## src/rtl/tmr_triplicator.sv

```systemverilog
`default_nettype none
// ============================================================================
// Module      : tmr_triplicator
// Description : Transmit side of a triple-redundant link. Accepts one word per
//               valid/ready handshake and loads it into three identical
//               channel registers that feed a majority voter. It holds the
//               channels stable for HOLD_CYCLES and then samples the voter's
//               error flag. On an error it reloads all three channels from
//               the captured word, up to MAX_RETRY times. Each word ends with
//               a one-cycle done or fail pulse.
// Ports       : clk, rst         - clock, synchronous active-high reset
//               in_data/in_valid - upstream word and its valid strobe
//               in_ready         - high while idle (decoded from state)
//               ch1/ch2/ch3      - redundant copies driven to the voter
//               ch_valid         - channels hold a word under test
//               vote_error       - voter flag, sampled only in CHECK
//               done/fail        - one-cycle result pulse per word
//               retries          - reloads used for the current/last word
//               inj_en/inj_sel/inj_mask - fault injection (FAULT_INJECT_EN)
// Config      : define FAULT_INJECT_EN to add the fault-injection ports. The
//               corrupted copy is applied only on the acceptance load.
// Revision    : 1.0 - initial release
// ============================================================================
module tmr_triplicator #(
    parameter int WIDTH       = 2,
    parameter int MAX_RETRY   = 3,
    parameter int HOLD_CYCLES = 1
) (
    input  logic             clk,
    input  logic             rst,
    input  logic [WIDTH-1:0] in_data,
    input  logic             in_valid,
    output logic             in_ready,
    output logic [WIDTH-1:0] ch1,
    output logic [WIDTH-1:0] ch2,
    output logic [WIDTH-1:0] ch3,
    output logic             ch_valid,
    input  logic             vote_error,
`ifdef FAULT_INJECT_EN
    input  logic             inj_en,
    input  logic [1:0]       inj_sel,
    input  logic [WIDTH-1:0] inj_mask,
`endif
    output logic             done,
    output logic             fail,
    output logic [3:0]       retries
);

    localparam logic [1:0] c_IDLE  = 2'd0;
    localparam logic [1:0] c_DRIVE = 2'd1;
    localparam logic [1:0] c_CHECK = 2'd2;

    localparam logic [3:0] c_MAX_RETRY = 4'(MAX_RETRY);
    localparam logic [7:0] c_HOLD_LOAD = 8'(HOLD_CYCLES - 1);

    logic [1:0]       r_state;
    logic [1:0]       w_state_next;

    logic [WIDTH-1:0] r_data_q;
    logic [WIDTH-1:0] r_ch1;
    logic [WIDTH-1:0] r_ch2;
    logic [WIDTH-1:0] r_ch3;
    logic             r_ch_valid;
    logic             r_done;
    logic             r_fail;
    logic [3:0]       r_retries;
    logic [7:0]       r_hold_cnt;

    logic             w_in_ready;
    logic             w_accept;
    logic             w_can_retry;
    logic             w_reload;
    logic             w_pass;
    logic             w_giveup;
    logic [WIDTH-1:0] w_load1;
    logic [WIDTH-1:0] w_load2;
    logic [WIDTH-1:0] w_load3;

    // ------------------------------------------------------------------
    // State register
    // ------------------------------------------------------------------
    always_ff @(posedge clk) begin
        if (rst) begin
            r_state <= c_IDLE;
        end else begin
            r_state <= w_state_next;
        end
    end

    // ------------------------------------------------------------------
    // Next-state logic
    // ------------------------------------------------------------------
    always_comb begin
        w_state_next = r_state;
        case (r_state)
            c_IDLE: begin
                if (in_valid) begin
                    w_state_next = c_DRIVE;
                end
            end
            c_DRIVE: begin
                if (r_hold_cnt == 8'd0) begin
                    w_state_next = c_CHECK;
                end
            end
            c_CHECK: begin
                // Only a still-failing word with retry budget left goes back
                // to DRIVE; pass and give-up both return to IDLE.
                if (vote_error && w_can_retry) begin
                    w_state_next = c_DRIVE;
                end else begin
                    w_state_next = c_IDLE;
                end
            end
            default: w_state_next = c_IDLE;
        endcase
    end

    // ------------------------------------------------------------------
    // Output / control decode
    // ------------------------------------------------------------------
    always_comb begin
        w_in_ready  = (r_state == c_IDLE);
        w_accept    = w_in_ready && in_valid;
        w_can_retry = (r_retries < c_MAX_RETRY);
        w_reload    = (r_state == c_CHECK) &&  vote_error &&  w_can_retry;
        w_giveup    = (r_state == c_CHECK) &&  vote_error && !w_can_retry;
        w_pass      = (r_state == c_CHECK) && !vote_error;
    end

    // Values loaded into the channels on acceptance. With fault injection
    // one selected copy may be corrupted; retries never use these values.
    always_comb begin
        w_load1 = in_data;
        w_load2 = in_data;
        w_load3 = in_data;
`ifdef FAULT_INJECT_EN
        if (inj_en) begin
            case (inj_sel)
                2'd1:    w_load1 = in_data ^ inj_mask;
                2'd2:    w_load2 = in_data ^ inj_mask;
                2'd3:    w_load3 = in_data ^ inj_mask;
                default: ;
            endcase
        end
`endif
    end

    // ------------------------------------------------------------------
    // Datapath registers
    // ------------------------------------------------------------------
    always_ff @(posedge clk) begin
        if (rst) begin
            r_data_q   <= '0;
            r_ch1      <= '0;
            r_ch2      <= '0;
            r_ch3      <= '0;
            r_ch_valid <= 1'b0;
            r_done     <= 1'b0;
            r_fail     <= 1'b0;
            r_retries  <= 4'd0;
            r_hold_cnt <= 8'd0;
        end else begin
            r_done <= w_pass;
            r_fail <= w_giveup;

            if (w_accept) begin
                r_data_q   <= in_data;
                r_ch1      <= w_load1;
                r_ch2      <= w_load2;
                r_ch3      <= w_load3;
                r_retries  <= 4'd0;
                r_hold_cnt <= c_HOLD_LOAD;
                r_ch_valid <= 1'b1;
            end else if (w_reload) begin
                r_ch1      <= r_data_q;
                r_ch2      <= r_data_q;
                r_ch3      <= r_data_q;
                r_retries  <= r_retries + 4'd1;
                r_hold_cnt <= c_HOLD_LOAD;
            end else if ((r_state == c_DRIVE) && (r_hold_cnt != 8'd0)) begin
                r_hold_cnt <= r_hold_cnt - 8'd1;
            end

            // Channels keep their last word; only the valid flag drops.
            if (w_pass || w_giveup) begin
                r_ch_valid <= 1'b0;
            end
        end
    end

    assign in_ready = w_in_ready;
    assign ch1      = r_ch1;
    assign ch2      = r_ch2;
    assign ch3      = r_ch3;
    assign ch_valid = r_ch_valid;
    assign done     = r_done;
    assign fail     = r_fail;
    assign retries  = r_retries;

endmodule
`default_nettype wire

```

## config.mk

```make
export PLATFORM = sky130hd
export DESIGN_NAME = tmr_triplicator
export DESIGN_NICKNAME = d
export VERILOG_FILES = /design/src/rtl/tmr_triplicator.sv
export SDC_FILE = /design/constraint.sdc
export NUM_CORES = 1
export LEC_CHECK = 0
export ABC_CLOCK_PERIOD_IN_PS = 2000
export BUFFER_PORTS_ARGS = -buffer_cell sky130_fd_sc_hd__buf_2
export CORE_UTILIZATION = 42
export CTS_BUF_LIST = sky130_fd_sc_hd__clkbuf_16
export DETAILED_ROUTE_END_ITERATION = 12
export HOLD_SLACK_MARGIN = 0.03
export SKIP_LAST_GASP = 1
export SLEW_MARGIN = 20
export SYNTH_ARGS = -nofsm -noshare
export SYNTH_HDL_FRONTEND = slang
export SYNTH_SLANG_ARGS = --single-unit
```

## constraint.sdc

```tcl
create_clock -name clk -period 2 [get_ports clk]
set_input_delay 0.5 -clock clk [delete_from_list [all_inputs] [get_ports clk]]
set_output_delay 0.5 -clock clk [all_outputs]
set_load 0.02 [all_outputs]
```

; Yosys cells after proc, flatten, opt, wreduce, memory -nomap -nowiden
; Cells that the tools add are included.
[classes]
n_addsub = 2
n_lt_le_gt_ge = 1
eq_ne = 4
muxes = 6
n_reduce_logical = 18
[op_table]
columns = operator, n
row1 = zero test 8 bit, 1
row2 = 2-to-1 mux 2 bit, 4
row3 = nonzero test 8 bit, 1
row4 = subtractor 8 x 1 -> 8 bit (second input constant), 1
row5 = logical AND 1 bit, 7
row6 = case mux 2 bit (3 select lines), 1
row7 = adder 4 x 1 -> 4 bit (second input constant), 1
row8 = < comparator 4 x 2 -> 1 bit (second input constant), 1
row9 = != test 2 bit (second input constant), 2
row10 = OR reduction 2 bit, 2
row11 = OR reduction 3 bit, 1
row12 = equality test 2 x 1 -> 1 bit (second input constant), 1
row13 = equality test 2 bit (second input constant), 1
row14 = zero test 1 bit, 2
row15 = zero test 2 bit, 1
row16 = AND reduction 2 bit, 1
row17 = nonzero test 2 bit, 1
row18 = logical OR 1 bit, 1
row19 = 2-to-1 mux 1 bit, 1
[totals]
ff_bits = 21
output_inout_bits = 14
elab_cells = 39

; Longest topological paths before layout
[logic_depth]
depth_word = 5
depth_mapped = 6
ltp_nobuf = 5

; Least setup slack after synthesis
; Ideal clock, no wire load.
[synth_timing]
path_kind = register -> register
startpoint = register r_retries[0], in the netlist retries[0]
endpoint = register r_hold_cnt[0]
t_arrival_ps = 1663
slack_ps = 212
path_stages_with_launch = 7
n_path_buf = 2
path_cell_list = dfxtp_1 -> ha_1 -> or4b_1 -> clkbuf_1 -> clkbuf_1 -> o2111ai_1 -> mux2i_1
[synth_via]
elab_chain_len = 3
[synth_lines]
columns = element, line
row1 = start: declaration, 66  ; logic [3:0] r_retries;
row2 = start signal: assignment, 179  ; r_retries <= r_retries + 4'd1;
row3 = < comparator 4 x 2 -> 1 bit, 125  ; w_can_retry = (r_retries < c_MAX_RETRY);
row4 = logical AND 1 bit, 126  ; w_reload = (r_state == c_CHECK) && vote_error && w_can_retry;
row5 = OR reduction 3 bit (no line), --
row6 = end signal: assignment, 173  ; r_hold_cnt <= c_HOLD_LOAD;
row7 = end signal: assignment, 180  ; r_hold_cnt <= c_HOLD_LOAD;
row8 = end signal: assignment, 182  ; r_hold_cnt <= r_hold_cnt - 8'd1;
row9 = end: declaration, 67  ; logic [7:0] r_hold_cnt;
; Every way passes these cells.
; A chain may end at the register's enable or synchronous reset.

; Worst setup path in the final report
; Ends and elaborated chain as after synthesis.

==> flow_metrics.py <==
metrics = {
    "synth": {
        "async_flop_share": 0,
        "synth.most_common_cell": "dfxtp_1",
        "synth-edff-count": 0,
        "synth_top_area_frac": 0.392,
        "synthesis.area_um2": 1070,
        "ys_ff_latch": 21,
        "synth-seq-area-share": 0.392,
        "synth_cells": 124,
        "syn-num-nets": 133,
        "yosys_warnings": 0,
        "synth_cell_types": 36,
        "synthFlopType": "dfxtp_1",
        "synth_common_cells": "21 x dfxtp_1, 12 x a21oi_1, 8 x nor2_1, 6 x clkbuf_1, 6 x o21ai_0",
        "synth_area_leaders": "dfxtp_1 39%, a21oi_1 5.6%, o2111ai_1 4.1%",
        "post-synth-top-area-cell": "dfxtp_1",
        "syn_area_per_cell_um2": 8.66,
    },
    "setup_path": {
        "critPathKind": "flop to flop",
        "crit_path_start_kind": "flop",
        "cp-end-kind": "flop",
        "rr_endpoint": "r_hold_cnt[0]",
        "required_ns": 2.13,
        "rrSetupSlack_ns": 0.19,
        "r2r-start": "retries[0]",
        "ff2ff_path_depth": 5,
        "cp.arrival_ns": 1.94,
        "path_max_fanout": 8,
        "setup.worst_path.start": "retries[0]",
    },
    "drt": {
        "num_vias": 989,
        "wire_per_inst_um": 14.4,
        "totalWireLength_um": 2460,
        "drtAntennaViolNets": 0,
        "via_per_inst": 5.78,
        "drc": 0,
        "dr.pass1.iters": 4,
        "drt-initial-drc-count": 24,
    },
    "grt": {
        "grt_max_degree": 16,
        "grt_pass1_wl_um": 4100,
        "grt_usage": 0.206,
        "overflow": 0,
        "grt_pass1_vias": 887,
        "antenna_found_initial": 0,
    },
    "finish": {
        "area_delta_synth_final_pct": 19.2,
        "n_antenna_cell": 0,
        "drive_gt1_frac": 0.245,
        "nNetsFinal": 153,
    },
    "placement": {
        "dpl.hpwl_um": 1760,
        "gp_congestion": 0.792,
        "io_buffer_count": 19,
    },
    "clock_network": {
        "cts_buffer_depth": 2,
        "cts_repair_resize_count": 0,
        "h-tree-depth": 1,
        "ctsHoldBuffers": 0,
        "cts_made_buffers": 3,
        "cts_root_buf": "clkbuf_16",
        "clk_pin_slew_ns": 0.06,
        "postCtsSetupBuffers": 0,
        "cts_tree": "built",
        "clock_latency_ns": 0.25,
        "cts_sinks": 21,
    },
    "sta": {
        "whs_ns": 0.455,
        "slew_headroom": 0.625,
        "fmax_ghz": 0.552,
        "hold_viol_final": 0,
        "fin_crit_ns": 1.81,
        "finalSetupTns_ns": 0,
        "clock_skew_ns": 0.00235,
        "worst_pin_slew_ns": 0.562,
        "rsz0062_at_grt": "no",
        "fin_crit_sh": 0.906,
        "drv_slew": 0,
        "setup_viol": 0,
    },
    "power_and_ir_drop": {
        "power.internal_mw": 0.743,
        "pwr-share-comb": 0.127,
        "leakagePower_nw": 0.516,
        "ir_drop_mv": 0.550,
        "power_switching_share": 0.240,
        "power_density_nw_per_um2": 764,
        "p_sw_mw": 0.235,
        "seqPwrFrac": 0.453,
        "power.clock.fraction": 0.420,
    },
    "floorplan": {
        "num_rows": 17,
        "io_pins": 20,
        "fp.dieW_um": 52.6,
        "coreArea_um2": 2320,
        "initial_core_util": 0.463,
        "die_y_um": 52.6,
        "dieArea_um2": 2760,
    },
    "worst_hold_path": {
        "hp-class": "input port to flop",
        "min-delay-start": "vote_error",
        "hold_path_end": "done",
        "holdPathStages": 2,
    },
    "flow_run": {
        "cap_violations": 0,
    },
    "run_status": {
        "status": "complete, no violations",
    },
}
==> worst max-delay path by stage <==
stage	end	slack [ns]
detailed placement	r_hold_cnt[0]	0.20
global route	r_hold_cnt[0]	0.09
global placement	r_hold_cnt[3]	0.22
finish	r_hold_cnt[0]	0.19
floorplan	r_hold_cnt[0]	0.21
CTS	r_hold_cnt[2]	0.19
==> layout by cell type, fill, tap and decap left out, types with 3 or more instances in the layout <==
master and count:
inv_1 5, o2111ai_1 5, mux2i_1 4, ha_1 3, nor3_1 4, o21ai_0 6
o211ai_1 4, a21oi_1 12, buf_4 8, nor2_1 8, buf_2 19, nor3b_1 3
clkbuf_16 3, dfxtp_1 21, a211oi_1 5, nand2_1 5
==> power groups by stage <==
stage	Clock [mW]	Combinational [mW]	Sequential, mW
floorplan	0	0.0871	0.454
global placement	0	0.122	0.452
detailed placement	0	0.123	0.452
CTS	0.420	0.124	0.443
global route	0.436	0.137	0.444
finish	0.411	0.124	0.443
==> cells by family after synthesis <==
| logic type | Yosys count | synth area share |
|---|---|---|
| muxes | 4 | 0.0373 |
| and+or+nand+nor | 42 | 0.237 |
| DFF | 21 | 0.392 |
| buffers and inverters | 17 | 0.0758 |
| AOI/OAI and AO/OA | 37 | 0.224 |
| adders and majority gates | 3 | 0.0350 |
==> state kept, by name, indices dropped and copies added (netlist names) <==
| signal | flops |
|---|---|
| r_hold_cnt | 8 |
| retries | 4 |
| ch3 | 2 |
| r_data_q | 2 |
| r_state | 2 |
| ch_valid | 1 |
| done | 1 |
| fail | 1 |
==> worst max-delay path, stage by stage, from the launching register on <==
cell	delay, ns
dfxtp_1	0.32
ha_1	0.22
or4b_1	0.61
buf_4	0.23
o2111ai_1	0.21
mux2i_1	0.11
==> routing by layer <==
metal	track usage	vias to the layer above	routed length [um]
li1	-	508	-
met4	0.0789	0	26
met2	0.321	10	1130
met5	0	-	0
met3	0.0522	2	57
met1	0.271	469	1250
==> final cells by class <==
type	instances	area, um2
Multi-Input combinational cell	86	572
Inverter	5	18.8
Clock inverter	1	3.75
Clock buffer	3	75.1
Sequential cell	21	420
Timing Repair Buffer	27	155
Fill cell	232	1040
Tap cell	28	35.0
==> through the flow <==
stage / worst slack [ns] / util / cell area [um2] / cells / total power, mW
floorplan: 0.212 / - / 1070 / 124 / 0.541
global placement: 0.223 / 0.518 / 1200 / 167 / 0.573
detailed placement: 0.197 / 0.518 / 1200 / 167 / 0.575
CTS: 0.193 / 0.552 / 1280 / 171 / 0.987
global route: 0.0927 / 0.552 / 1280 / 171 / 1.02
finish: 0.188 / 0.552 / 1280 / 171 / 0.978
Power figures use the tool's default switching activity.
